--- config.mk ---
export PLATFORM = sky130hd
export DESIGN_NAME = sy_dcache_refill
export DESIGN_NICKNAME = d
export VERILOG_FILES = /design/src/rtl/sy_dcache_refill.sv
export SDC_FILE = /design/constraint.sdc
export NUM_CORES = 1
export LEC_CHECK = 0
export ABC_AREA = 1
export BUFFER_PORTS_ARGS = -buffer_cell sky130_fd_sc_hd__buf_4
export CAP_MARGIN = 20
export CORE_MARGIN = 1
export CORE_UTILIZATION = 45
export DETAILED_ROUTE_END_ITERATION = 6
export GPL_TIMING_DRIVEN = 0
export PLACE_DENSITY = 0.68
export SYNTH_ARGS = -nofsm -noshare
export SYNTH_HDL_FRONTEND = slang
export SYNTH_SLANG_ARGS = --single-unit
--- constraint.sdc ---
create_clock -name clk_i -period 14.5 [get_ports clk_i]
set_input_delay 0.725 -clock clk_i [delete_from_list [all_inputs] [get_ports clk_i]]
set_output_delay 0.725 -clock clk_i [all_outputs]
set_load 0.02 [all_outputs]
--- src/rtl/sy_dcache_refill.sv ---
// sy_dcache_refill: fetches one line from memory into a
// local buffer, then installs data and tag in the victim way.
module sy_dcache_refill #(
  parameter int ADDR_WTH   = 40,
  parameter int IDX_WTH    = 12,
  parameter int LINE_BEATS = 8,
  parameter int WAY_NUM    = 4
) (
  input  logic                        clk_i,
  input  logic                        rst_i,
  input  logic                        flush_i,
  input  logic                        miss_valid_i,
  output logic                        miss_ready_o,
  input  logic [ADDR_WTH-1:0]         miss_addr_i,
  input  logic [WAY_NUM-1:0]          miss_way_en_i,
  input  logic [1:0]                  miss_state_i,
  output logic                        mem_req_o,
  input  logic                        mem_gnt_i,
  output logic [ADDR_WTH-1:0]         mem_addr_o,
  input  logic                        mem_rvalid_i,
  input  logic [63:0]                 mem_rdata_i,
  output logic                        data_req_o,
  input  logic                        data_gnt_i,
  output logic                        data_we_o,
  output logic [WAY_NUM-1:0]          data_way_en_o,
  output logic [IDX_WTH-1:0]          data_idx_o,
  output logic [63:0]                 data_wdata_o,
  output logic                        tag_req_o,
  input  logic                        tag_gnt_i,
  output logic                        tag_we_o,
  output logic [WAY_NUM-1:0]          tag_way_en_o,
  output logic [IDX_WTH-1:0]          tag_idx_o,
  output logic [ADDR_WTH-IDX_WTH-1:0] tag_wr_tag_o,
  output logic [1:0]                  tag_wr_state_o,
  output logic                        tag_wr_valid_o,
  output logic                        done_o,
  output logic                        aborted_o
);
  localparam int CW  = $clog2(LINE_BEATS);
  localparam int OFF = CW + 3;
  localparam logic [CW-1:0] LAST = CW'(LINE_BEATS - 1);

  typedef enum logic [2:0] {
    IDLE, MEM_REQ, MEM_RECV, DATA_WR, TAG_WR, DONE
  } state_t;

  state_t                  state_q, state_d;
  logic [ADDR_WTH-1:OFF]   addr_q;
  logic [WAY_NUM-1:0]      way_q;
  logic [1:0]              st_q;
  logic                    abort_q, abort_d;
  logic [CW-1:0]           beat_cnt, wr_cnt;
  logic [63:0]             line_q [LINE_BEATS];
  logic                    unused_addr;

  assign unused_addr = ^miss_addr_i[OFF-1:0];

  // next state, sticky abort and per-state port drive
  always_comb begin
    state_d        = state_q;
    abort_d        = abort_q;
    miss_ready_o   = 1'b0;
    mem_req_o      = 1'b0;
    mem_addr_o     = '0;
    data_req_o     = 1'b0;
    data_we_o      = 1'b0;
    data_way_en_o  = '0;
    data_idx_o     = '0;
    data_wdata_o   = '0;
    tag_req_o      = 1'b0;
    tag_we_o       = 1'b0;
    tag_way_en_o   = '0;
    tag_idx_o      = '0;
    tag_wr_tag_o   = '0;
    tag_wr_state_o = '0;
    tag_wr_valid_o = 1'b0;
    done_o         = 1'b0;
    aborted_o      = 1'b0;
    unique case (state_q)
      IDLE: begin
        miss_ready_o = 1'b1;
        abort_d      = 1'b0;
        if (miss_valid_i) state_d = MEM_REQ;
      end
      MEM_REQ: begin
        mem_req_o  = 1'b1;
        mem_addr_o = {addr_q, {OFF{1'b0}}};
        if (flush_i) abort_d = 1'b1;
        if (mem_gnt_i) state_d = MEM_RECV;
      end
      MEM_RECV: begin
        if (flush_i) abort_d = 1'b1;
        if (mem_rvalid_i && beat_cnt == LAST)
          state_d = abort_d ? DONE : DATA_WR;
      end
      DATA_WR: begin
        data_req_o    = 1'b1;
        data_we_o     = 1'b1;
        data_way_en_o = way_q;
        data_idx_o    = {addr_q[IDX_WTH-1:OFF], wr_cnt, 3'b000};
        data_wdata_o  = line_q[wr_cnt];
        if (flush_i) abort_d = 1'b1;
        if (data_gnt_i) begin
          if (abort_d) state_d = DONE;
          else if (wr_cnt == LAST) state_d = TAG_WR;
        end
      end
      TAG_WR: begin
        tag_req_o      = 1'b1;
        tag_we_o       = 1'b1;
        tag_way_en_o   = way_q;
        tag_idx_o      = {addr_q[IDX_WTH-1:OFF], {OFF{1'b0}}};
        tag_wr_tag_o   = addr_q[ADDR_WTH-1:IDX_WTH];
        tag_wr_state_o = st_q;
        tag_wr_valid_o = 1'b1;
        if (tag_gnt_i) begin
          state_d = DONE;
        end else if (flush_i) begin
          abort_d = 1'b1;
          state_d = DONE;
        end
      end
      DONE: begin
        done_o    = 1'b1;
        aborted_o = abort_q;
        abort_d   = 1'b0;
        state_d   = IDLE;
      end
      default: state_d = IDLE;
    endcase
  end

  // state, request fields and beat counters
  always_ff @(posedge clk_i or posedge rst_i) begin
    if (rst_i) begin
      state_q  <= IDLE;
      abort_q  <= 1'b0;
      addr_q   <= '0;
      way_q    <= '0;
      st_q     <= '0;
      beat_cnt <= '0;
      wr_cnt   <= '0;
    end else begin
      state_q <= state_d;
      abort_q <= abort_d;
      if (state_q == IDLE && miss_valid_i) begin
        addr_q <= miss_addr_i[ADDR_WTH-1:OFF];
        way_q  <= miss_way_en_i;
        st_q   <= miss_state_i;
      end
      if (state_q == MEM_REQ && mem_gnt_i)
        beat_cnt <= '0;
      else if (state_q == MEM_RECV && mem_rvalid_i)
        beat_cnt <= beat_cnt + CW'(1);
      if (state_q == MEM_RECV)
        wr_cnt <= '0;
      else if (state_q == DATA_WR && data_gnt_i)
        wr_cnt <= wr_cnt + CW'(1);
    end
  end

  // line buffer, captured beat by beat, never reset
  always_ff @(posedge clk_i) begin
    if (state_q == MEM_RECV && mem_rvalid_i)
      line_q[beat_cnt] <= mem_rdata_i;
  end

endmodule

==> results of run 1 <==
power groups by stage:
stage                     logic (mW)  registers [mW]  clock network (mW)
final                           1.52            1.90                1.48
after global routing            1.65            1.91                1.56
after CTS                       1.51            1.90                1.50
after detailed placement        1.51            1.93                   0
after global placement          1.46            1.94                   0
after floorplan                0.913            1.93                   0
layer usage:
metal | up-vias | share of wire [%]
met5 | - | 0.072
li1 | 7434 | -
met1 | 7912 | 40
met3 | 123 | 9.0
met2 | 698 | 48
met4 | 8 | 2.8
through the flow:
| step | utilization (%) | area (sq um) | hold slack [ns] | std cells | power (mW) |
|---|---|---|---|---|---|
| 2_1_floorplan | - | 22810 | 0.4811 | 1913 | 2.843 |
| 3_3_place_gp | 51.31 | 25690 | 0.5072 | 2856 | 3.399 |
| 3_5_place_dp | 52.28 | 26180 | 0.5145 | 2884 | 3.440 |
| 6_report | 56.09 | 28080 | 0.06436 | 2992 | 4.895 |
| 4_1_cts | 56.09 | 28080 | 0.03705 | 2991 | 4.909 |
| 5_1_grt | 56.09 | 28080 | 0.06404 | 2991 | 5.123 |
how the worst max path moves through the flow:
stage / end / depth (start not counted)
final: data_wdata_o[37] / 8
after global routing: data_wdata_o[2] / 8
after CTS: data_wdata_o[37] / 8
after detailed placement: data_wdata_o[52] / 8
after global placement: line_q[3][26] / 5
after floorplan: line_q[2][0] / 4
cells in the final DEF, fill, tap and decap left out:
cell type	count
nor2_2	1
clkbuf_16	62
nor3_1	2
inv_1	52
clkinv_1	9
o21ai_0	257
buf_6	31
nand2_2	1
o22ai_1	65
buf_4	303
nand2_1	150
ha_1	4
conb_1	15
buf_2	43
buf_12	13
nor3_4	1
clkbuf_1	61
diode_2	1
a21oi_1	41
clkbuf_8	3
clkbuf_2	1
nor2_1	456
inv_6	2
o21ai_1	73
o21a_1	1
dfrtp_1	50
inv_2	6
nor3_2	2
clkinv_2	11
bufinv_16	4
nand3b_1	1
nand3_1	74
nand3_4	1
clkinv_8	2
o211ai_1	1
nor2_4	6
edfxtp_1	512
buf_8	2
state kept, by name, summed over array words and instances, names as in the netlist:
signal    flops
addr_q       34
way_q         4
wr_cnt        3
state_q       3
st_q          2
beat_cnt      3
abort_q       1
line_q      512
layout make-up:
cell class                 instances  area (sq um)  area share [%]
sequential                       562         16630           59.20
timing repair buffer             299          2467           8.786
multi-input combinational       1152          5181           18.45
clock buffer                      79          1645           5.859
clock inverter                    28         259.0          0.9223
buffer                           141         843.3           3.003
tap                              672         840.8           2.994
antenna                            1         2.502        0.008911
inverter                          58         217.7          0.7752
kinds of logic after synthesis:
group                      synth area share [%]
and+or+nand+nor                           12.04
DFF                                       73.05
buffers and inverters                     4.662
AOI/OAI and AO/OA                         10.01
other                                   0.01648
adders and majority gates                0.2199
==> results.json, run 1 <==
{
  "p_sw_mw": 1.660,
  "yosys.cell_count.top_type": "edfxtp_1",
  "setup.worst_path.start_class": "register",
  "ys_seq_area_share_pct": 73.05,
  "p_comb_share_pct": 31.0,
  "critPathTopFamily": "buffers and inverters",
  "post_synth_num_cell_types": 26,
  "largest_area_contributor_in_the_netlist": "edfxtp_1",
  "globalRouteMet2Util_pct": 39.88,
  "worstSetupPathType": "reg2out",
  "postCtsSetupRepairBufs": 0,
  "grt_first_pass_wirelength_microns": 92370,
  "pwr_density_cell_nw_per_um2": 174.3,
  "clkTransAtPathRegs_ns": 0.06,
  "worstPathMaxFanout": 10,
  "p_int_mw": 3.235,
  "worst_setup_path_startpoint": "wr_cnt[0]",
  "cp_dominant_cell_by_count": "o21ai_0",
  "initial_standard_cell_utilization_of_the_core_pct": 45.46,
  "synth.cell_area_sq_um": 22760,
  "final_sum_of_negative_setup_slack_ns": 0,
  "synth_area_per_cell_sq_um": 11.99,
  "post_drt_wl_per_cell_microns": 20.90,
  "detailed_router_s_first_iteration_violation_count": 1440,
  "floorplan.core_area_sq_um": 50070,
  "synth_top_area_share_pct": 67.55,
  "syn_inst": 1899,
  "place_congestion": 0.8325,
  "worst-slew-pin-transition_ns": 0.9058,
  "crit_path_end_kind": "primary output",
  "fin_worst_skew_ns": 0.02476,
  "min-delay-path-class": "in2async",
  "slew_viol_final": 0,
  "clock_path_buffers": 3,
  "layout_worst_path_cycle_share_pct": 24.52,
  "setup.reg_to_reg.worst_slack_ns": 11.73,
  "postSynth.topFlopCell": "edfxtp_1",
  "fillCellCount": 4147,
  "grt_antenna_before_repair": 5,
  "area_growth_syn_to_layout_pct": 23.39,
  "maxSlewHeadroom_pct": 39.47,
  "switching_share_pct": 33.92,
  "critical_path_buf_inv_count": 4,
  "cp_cell_sequence": "inv_2 -> buf_6 -> clkbuf_1 -> o21ai_0 -> o21ai_0 -> nand3_1 -> nand2_1 -> buf_4",
  "critPathMaxStageDelay_ns": 0.55,
  "proportion_of_layout_cells_with_a_drive_suffix_above_1_pct": 21.35,
  "clock_latency_ns": 0.63,
  "dieWidth_microns": 226.9,
  "grt_setup_unrepaired": "false",
  "grt_use_total_pct": 24.14,
  "hold_violations": 0,
  "first_global_vias": 15360,
  "cts.hold.buffers_added": 0,
  "synth_enable_flop_cells": 512,
  "ios": 293,
  "use_met1_pct": 31.12,
  "post_cts.resized_instances": 0,
  "synth.cells.most_frequent": "512 x edfxtp_1, 462 x nor2_1, 257 x o21ai_0",
  "port-buffer-count": 271,
  "sequentialPowerShare_pct": 38.8,
  "number_of_max_capacitance_violations_reported": 0,
  "die_height_microns": 226.9,
  "reg2reg_from": "state_q[0]",
  "critPathArrivalTime_ns": 2.83,
  "grt.met3_usage_pct": 5.546,
  "drc": 0,
  "final.min_clock_period_ns": 3.556,
  "root_buffer": "clkbuf_16",
  "yosysWarnings": 0,
  "largest_net_degree_at_the_start_of_global_routing": 40,
  "grt_most_used_layer": "met2",
  "routed_via_density": 5.406,
  "cts_buffers": 59,
  "design.final.nets": 2395,
  "synth.area.top_cells": "edfxtp_1 68%, nor2_1 7.6%, o21ai_0 5.7%",
  "critPathSlowestCell": "dfrtp_1",
  "die_area_sq_um": 51480,
  "drtAntennaViolNets": 0,
  "place.detailed.hpwl_microns": 41620,
  "ys_async_sr_fraction_pct": 8.897,
  "p_clk_share_pct": 30.2,
  "required_ns": 13.78,
  "grt_overflow_total": 0,
  "placementRows": 82,
  "p_leak_nw": 10.81,
  "power.ir.vdd_worst_mv": 0.1090,
  "run_status": "finished, final reports clean",
  "worstRegToRegCells": 8,
  "timing.fmax_mhz": 281.2,
  "layout_setup_ws_ns": 10.94,
  "number_of_vias_in_the_routed_layout": 16180,
  "cts_sinks": 562,
  "tritoncts": "built",
  "postRouteWirelength_microns": 62530,
  "setup_violations": 0,
  "htreeDepth": 2,
  "ys_seq_elements": 562,
  "worst_r2r_endpoint": "line_q[5][55]",
  "drt_pass1_iterations": 5,
  "dp_worst_setup_slack_ns": 11.59
}
Note: power is estimated with default switching activity, not from simulation.
==> inputs of run 2 (changes only) <==
--- a/config.mk
+++ b/config.mk
@@ -12,7 +12,7 @@
 export CORE_UTILIZATION = 45
 export DETAILED_ROUTE_END_ITERATION = 6
 export GPL_TIMING_DRIVEN = 0
-export PLACE_DENSITY = 0.68
+export PLACE_DENSITY = 0.7
 export SYNTH_ARGS = -nofsm -noshare
 export SYNTH_HDL_FRONTEND = slang
 export SYNTH_SLANG_ARGS = --single-unit
==> constraint.sdc (replaced) <==
create_clock -name clk_i -period 2.9 [get_ports clk_i]
set_input_delay 0.145 -clock clk_i [delete_from_list [all_inputs] [get_ports clk_i]]
set_output_delay 0.145 -clock clk_i [all_outputs]
set_load 0.02 [all_outputs]
==> results.json, run 2 (synthesis gave the netlist of run 1 again) <==
{
  "whs_ns": 0.08813,
  "critPathArrivalTime_ns": 2.66,
  "pwr_density_cell_nw_per_um2": 826.8,
  "postPlaceCellArea_sq_um": 26280,
  "layout_setup_ws_ns": 0.09167,
  "grt_overflow_total": 0,
  "slew_viol_final": 0,
  "cts_sinks": 562,
  "setup.reg_to_reg.worst_slack_ns": 0.40,
  "initial_standard_cell_utilization_of_the_core_pct": 45.46,
  "grt_antenna_before_repair": 6,
  "clkTransAtPathRegs_ns": 0.06,
  "p_leak_nw": 11.24,
  "drt_pass1_iterations": 7,
  "registers.top_by_ff_count": "line_q",
  "power.ir.vdd_worst_mv": 0.5048,
  "layout_worst_path_cycle_share_pct": 96.84,
  "port-buffer-count": 271,
  "post_drt_wl_per_cell_microns": 20.90,
  "floorplan.core_area_sq_um": 50070,
  "crit_path_end_kind": "primary output",
  "final_cell_mix": "512 x edfxtp_1, 455 x nor2_1, 302 x buf_4, 257 x o21ai_0, 148 x nand2_1",
  "mostFrequentLayoutCell": "edfxtp_1",
  "finalPower_mw": 24.07,
  "tritoncts": "built",
  "die_area_sq_um": 51480,
  "clock_path_buffers": 3,
  "number_of_vias_in_the_routed_layout": 16780,
  "routed_via_density": 5.424,
  "detailed_router_s_first_iteration_violation_count": 1465,
  "clock_latency_ns": 0.62,
  "required_ns": 2.76,
  "finalInstanceArea_sq_um": 29110,
  "postRouteWirelength_microns": 64650,
  "grt_first_pass_wirelength_microns": 94410,
  "worst-slew-pin-transition_ns": 0.8607,
  "dp_worst_setup_slack_ns": 0.3923,
  "grt_setup_unrepaired": "true",
  "postCtsSetupRepairBufs": 0,
  "place.detailed.hpwl_microns": 42010,
  "root_buffer": "clkbuf_16",
  "place_congestion": 0.8102,
  "htreeDepth": 2,
  "ios": 293,
  "worstSetupPathType": "reg2out",
  "grt_use_total_pct": 24.61,
  "top_registers": "line_q x512, addr_q x34, way_q x4",
  "timing.fmax_mhz": 356.1,
  "cts_buffers": 56,
  "setup_violations": 0,
  "number_of_max_capacitance_violations_reported": 0,
  "worstPathMaxFanout": 10,
  "min-delay-path-class": "in2reg",
  "proportion_of_layout_cells_with_a_drive_suffix_above_1_pct": 21.04,
  "fin_worst_skew_ns": 0.01536,
  "dieWidth_microns": 226.9,
  "setup.worst_path.start_class": "register",
  "run_status": "finished with violations",
  "largest_register_ffs": 512,
  "placementRows": 82,
  "violations_in_the_final_reports": "design-rule violations",
  "area_growth_syn_to_layout_pct": 27.89,
  "first_global_vias": 16370,
  "design.final.nets": 2499,
  "drtAntennaViolNets": 0,
  "maxSlewHeadroom_pct": 42.48,
  "final.min_clock_period_ns": 2.808,
  "drc": 1,
  "die_height_microns": 226.9,
  "largest_net_degree_at_the_start_of_global_routing": 45,
  "hold_violations": 0
}
run 2: changes by cell type in the layout (fill, tap and decap cells not counted), moves of 3 or more:
cell / delta
clkbuf_16: -5
bufinv_16: -3
clkbuf_2: +22
clkinv_1: +8
buf_2: -3
dlygate4sd3_1: +112
clkbuf_8: -3
clkbuf_1: -28
buf_6: -11
buf_16: +7
run 2: critical path, cell delays in order (launching register included):
cell and delay [ns]:
dfrtp_1 0.48, inv_2 0.19, nand3_4 0.19, inv_2 0.26
buf_6 0.20, buf_2 0.28, nand3_1 0.11, nand2_1 0.17
buf_4 0.18
run 2: path summary, 6_finish.rpt:
kind / from / endpoint / cells after the start
hold / removal: miss_valid_i / state_q[0] / 6
min in group asynchronous: rst_i / addr_q[32] / 4
setup reg to reg: state_q[0] / line_q[6][39] / 8
setup / recovery: state_q[2] / data_wdata_o[48] / 8
max in group asynchronous: rst_i / wr_cnt[0] / 5
hold reg to reg: st_q[1] / st_q[1] / 2
run 2: final cells by class:
cell class / count / area [sq um]
Buffer: 141 / 882.1
Timing Repair Buffer: 406 / 3649
Tap cell: 672 / 840.8
Fill cell: 3970 / 20960
Antenna cell: 3 / 7.507
Multi-Input combinational cell: 1152 / 5221
Clock inverter: 35 / 206.4
Inverter: 58 / 217.7
Sequential cell: 562 / 16630
Clock buffer: 65 / 1456
run 2: per-stage QoR:
| step | util (%) | instances | TNS (ns) |
|---|---|---|---|
| final | 58.14 | 3094 | 0 |
| after global routing | 58.14 | 3094 | -0.01285 |
| after CTS | 58.09 | 3091 | -0.009400 |
| after detailed placement | 52.49 | 2879 | 0 |
| after global placement | 51.45 | 2856 | -772.82 |
| after floorplan | - | 1913 | -35.37 |
run 2: metal layers:
layer	routed length, microns	track usage (%)	part of all wire [%]	up-vias
li1	-	-	-	7641
met4	2107	9.307	3.3	6
met5	35	0	0.054	-
met1	25190	31.32	39	8143
met2	31520	41.14	49	851
met3	5797	5.365	9.0	141
run 2: power by group:
group / internal (mW) / switching (mW)
Combinational: 2.65 / 5.23
Clock: 3.66 / 3.02
Sequential: 9.35 / 0.168
Total: 15.7 / 8.41
run 2: what timing repair did:
item | CTS | global route
hold buffers | 112 | 0
endpoints found under the hold margin | 612 | 0
resized for setup | 13 | 21
pin swaps | 0 | 0
endpoints found under the setup margin | 50 | 45
==> inputs of run 3 (changes only) <==
--- a/config.mk
+++ b/config.mk
@@ -12,7 +12,8 @@
 export CORE_UTILIZATION = 45
 export DETAILED_ROUTE_END_ITERATION = 6
 export GPL_TIMING_DRIVEN = 0
-export PLACE_DENSITY = 0.7
+export HOLD_SLACK_MARGIN = 0.15
+export PLACE_DENSITY = 0.68
 export SYNTH_ARGS = -nofsm -noshare
 export SYNTH_HDL_FRONTEND = slang
 export SYNTH_SLANG_ARGS = --single-unit
==> constraint.sdc (replaced) <==
create_clock -name clk_i -period 2.6 [get_ports clk_i]
set_input_delay 0.13 -clock clk_i [delete_from_list [all_inputs] [get_ports clk_i]]
set_output_delay 0.13 -clock clk_i [all_outputs]
set_load 0.02 [all_outputs]
==> results.json, run 3 (synthesis gave the netlist of run 1 again) <==
{
  "tritoncts": "built",
  "place_congestion": 0.8094,
  "p_sw_mw": 9.300,
  "maxSlewHeadroom_pct": 36.55,
  "run_status": "finished, final reports clean",
  "timing.fmax_mhz": 393.5,
  "switching_share_pct": 34.28,
  "placementRows": 82,
  "cts_buffers": 57,
  "root_buffer": "clkbuf_16",
  "drc": 0,
  "post_drt_wl_per_cell_microns": 20.67,
  "proportion_of_layout_cells_with_a_drive_suffix_above_1_pct": 21.85,
  "largest_net_degree_at_the_start_of_global_routing": 42,
  "setup.worst_path.start_class": "register",
  "port-buffer-count": 271,
  "floorplan.core_area_sq_um": 50070,
  "ios": 293,
  "critPathArrivalTime_ns": 2.41,
  "design.final.nets": 2505,
  "die_height_microns": 226.9,
  "timing.critical_path.to": "data_wdata_o[4]",
  "grt_use_total_pct": 24.35,
  "worstSetupPathType": "reg2out",
  "grt_first_pass_wirelength_microns": 93160,
  "die_area_sq_um": 51480,
  "min_delay_path_depth": 2,
  "sequentialPowerShare_pct": 39.2,
  "hold_violations": 0,
  "final_sum_of_negative_setup_slack_ns": 0,
  "number_of_max_capacitance_violations_reported": 0,
  "worst_setup_path_startpoint": "wr_cnt[0]",
  "finalPower_mw": 27.13,
  "grt_setup_unrepaired": "true",
  "multi_input_area_sq_um": 5230,
  "place.detailed.hpwl_microns": 41420,
  "p_int_mw": 17.83,
  "worst_r2r_endpoint": "line_q[2][56]",
  "worstRegToRegCells": 7,
  "whs_ns": 0.2972,
  "p_comb_share_pct": 32.9,
  "final.min_clock_period_ns": 2.541,
  "reg2reg_from": "state_q[2]",
  "area_growth_syn_to_layout_pct": 29.15,
  "area_taken_by_flip_flops_and_latches_sq_um": 16630,
  "mostFrequentLayoutCell": "edfxtp_1",
  "required_ns": 2.47,
  "detailed_router_s_first_iteration_violation_count": 1665,
  "setup_violations": 0,
  "worst-slew-pin-transition_ns": 0.9495,
  "drt_pass1_iterations": 5,
  "fin_worst_skew_ns": 0.02323,
  "cp_cell_sequence": "clkinv_4 -> buf_8 -> buf_12 -> buf_6 -> nor2_1 -> o22ai_1 -> nand2_1 -> nand2_1 -> buf_4",
  "critPathMaxStageDelay_ns": 0.51,
  "min-delay-path-class": "in2reg",
  "dieWidth_microns": 226.9,
  "grt_antenna_before_repair": 6,
  "clkTransAtPathRegs_ns": 0.06,
  "clock_latency_ns": 0.62,
  "clock_path_buffers": 3,
  "critPathSlowestCell": "dfrtp_2",
  "crit_path_end_kind": "primary output",
  "p_leak_nw": 11.37,
  "first_global_vias": 16080,
  "htreeDepth": 2,
  "routed_via_density": 5.368,
  "layout_worst_path_cycle_share_pct": 97.74,
  "pwr_density_cell_nw_per_um2": 923.0,
  "power.ir.vdd_worst_mv": 0.5409,
  "worstPathMaxFanout": 10,
  "cp_dominant_cell_by_count": "nand2_1",
  "cts_sinks": 562,
  "fillCellCount": 3954,
  "initial_standard_cell_utilization_of_the_core_pct": 45.46,
  "p_clk_share_pct": 28.0,
  "slew_viol_final": 0,
  "postRouteWirelength_microns": 64110,
  "registers.top_by_ff_count": "line_q",
  "top_registers": "line_q x512, addr_q x34, way_q x4",
  "setup.reg_to_reg.worst_slack_ns": 0.17,
  "grt_overflow_total": 0,
  "final_cell_mix": "512 x edfxtp_1, 455 x nor2_1, 305 x buf_4, 255 x o21ai_0, 147 x nand2_1",
  "largest_register_ffs": 512,
  "drtAntennaViolNets": 0,
  "number_of_vias_in_the_routed_layout": 16650
}
-- run 3: what timing repair did --
item / 4_1_cts / 5_1_grt
setup endpoints to repair: 64 / 77
setup buffers: 0 / 1
pin swaps: 0 / 2
hold buffers: 115 / 0
cloned: 0 / 1
gates resized for setup: 52 / 61
endpoints found under the hold margin: 612 / 0
-- run 3: layout make-up --
type,instances,share of cell area [%]
Timing Repair Buffer,410,12.61
Sequential cell,562,56.57
Inverter,58,0.7832
Multi-Input combinational cell,1153,17.79
Tap cell,672,2.860
Buffer,141,3.495
Antenna cell,4,0.03405
Clock buffer,74,5.142
Clock inverter,28,0.7151
-- run 3: worst min path at each step --
| stage | endpoint | start | slack, ns |
|---|---|---|---|
| 6_report | line_q[6][26] | mem_rdata_i[26] | 0.30 |
| 5_1_grt | line_q[6][26] | mem_rdata_i[26] | 0.28 |
| 4_1_cts | line_q[4][24] | mem_rdata_i[24] | 0.26 |
| 3_5_place_dp | addr_q[34] | rst_i | 0.07 |
| 3_3_place_gp | line_q[2][2] | mem_rdata_i[2] | 0.36 |
| 2_1_floorplan | line_q[0][0] | mem_rdata_i[0] | 0.23 |
-- run 3: routing by layer --
metal	track usage (%)	vias to the layer above	wire, microns
met3	5.170	107	5916
met2	41.50	801	31360
met4	7.541	6	1592
met5	0	-	41
li1	-	7642	-
met1	31.04	8096	25200
-- run 3: critical path: cells and delay by family (launching register included) --
kind	cells	cell delay, ns
buffers and inverters	5	0.83
AND/OR/NAND/NOR	3	0.29
AO/OA/AOI/OAI	1	0.17
flip-flops	1	0.51
-- run 3: power by group through the flow --
| stage | logic [mW] | clock network, mW | registers, mW |
|---|---|---|---|
| floorplan | 5.14 | 0 | 10.8 |
| global placement | 8.23 | 0 | 10.8 |
| CTS | 8.77 | 7.69 | 10.6 |
| detailed placement | 8.46 | 0 | 10.8 |
| finish | 8.92 | 7.59 | 10.6 |
| global route | 9.64 | 8.05 | 10.7 |
-- run 3: stage by stage --
stage / setup slack [ns] / area, sq um / utilization [%] / instances
after floorplan: -0.3701 / 22890 / - / 1913
after global placement: -2.016 / 25760 / 51.45 / 2856
after detailed placement: 0.05028 / 26300 / 52.54 / 2879
after CTS: -0.008718 / 29270 / 58.47 / 3096
after global routing: -0.01826 / 29390 / 58.70 / 3100
final: 0.05870 / 29390 / 58.71 / 3102
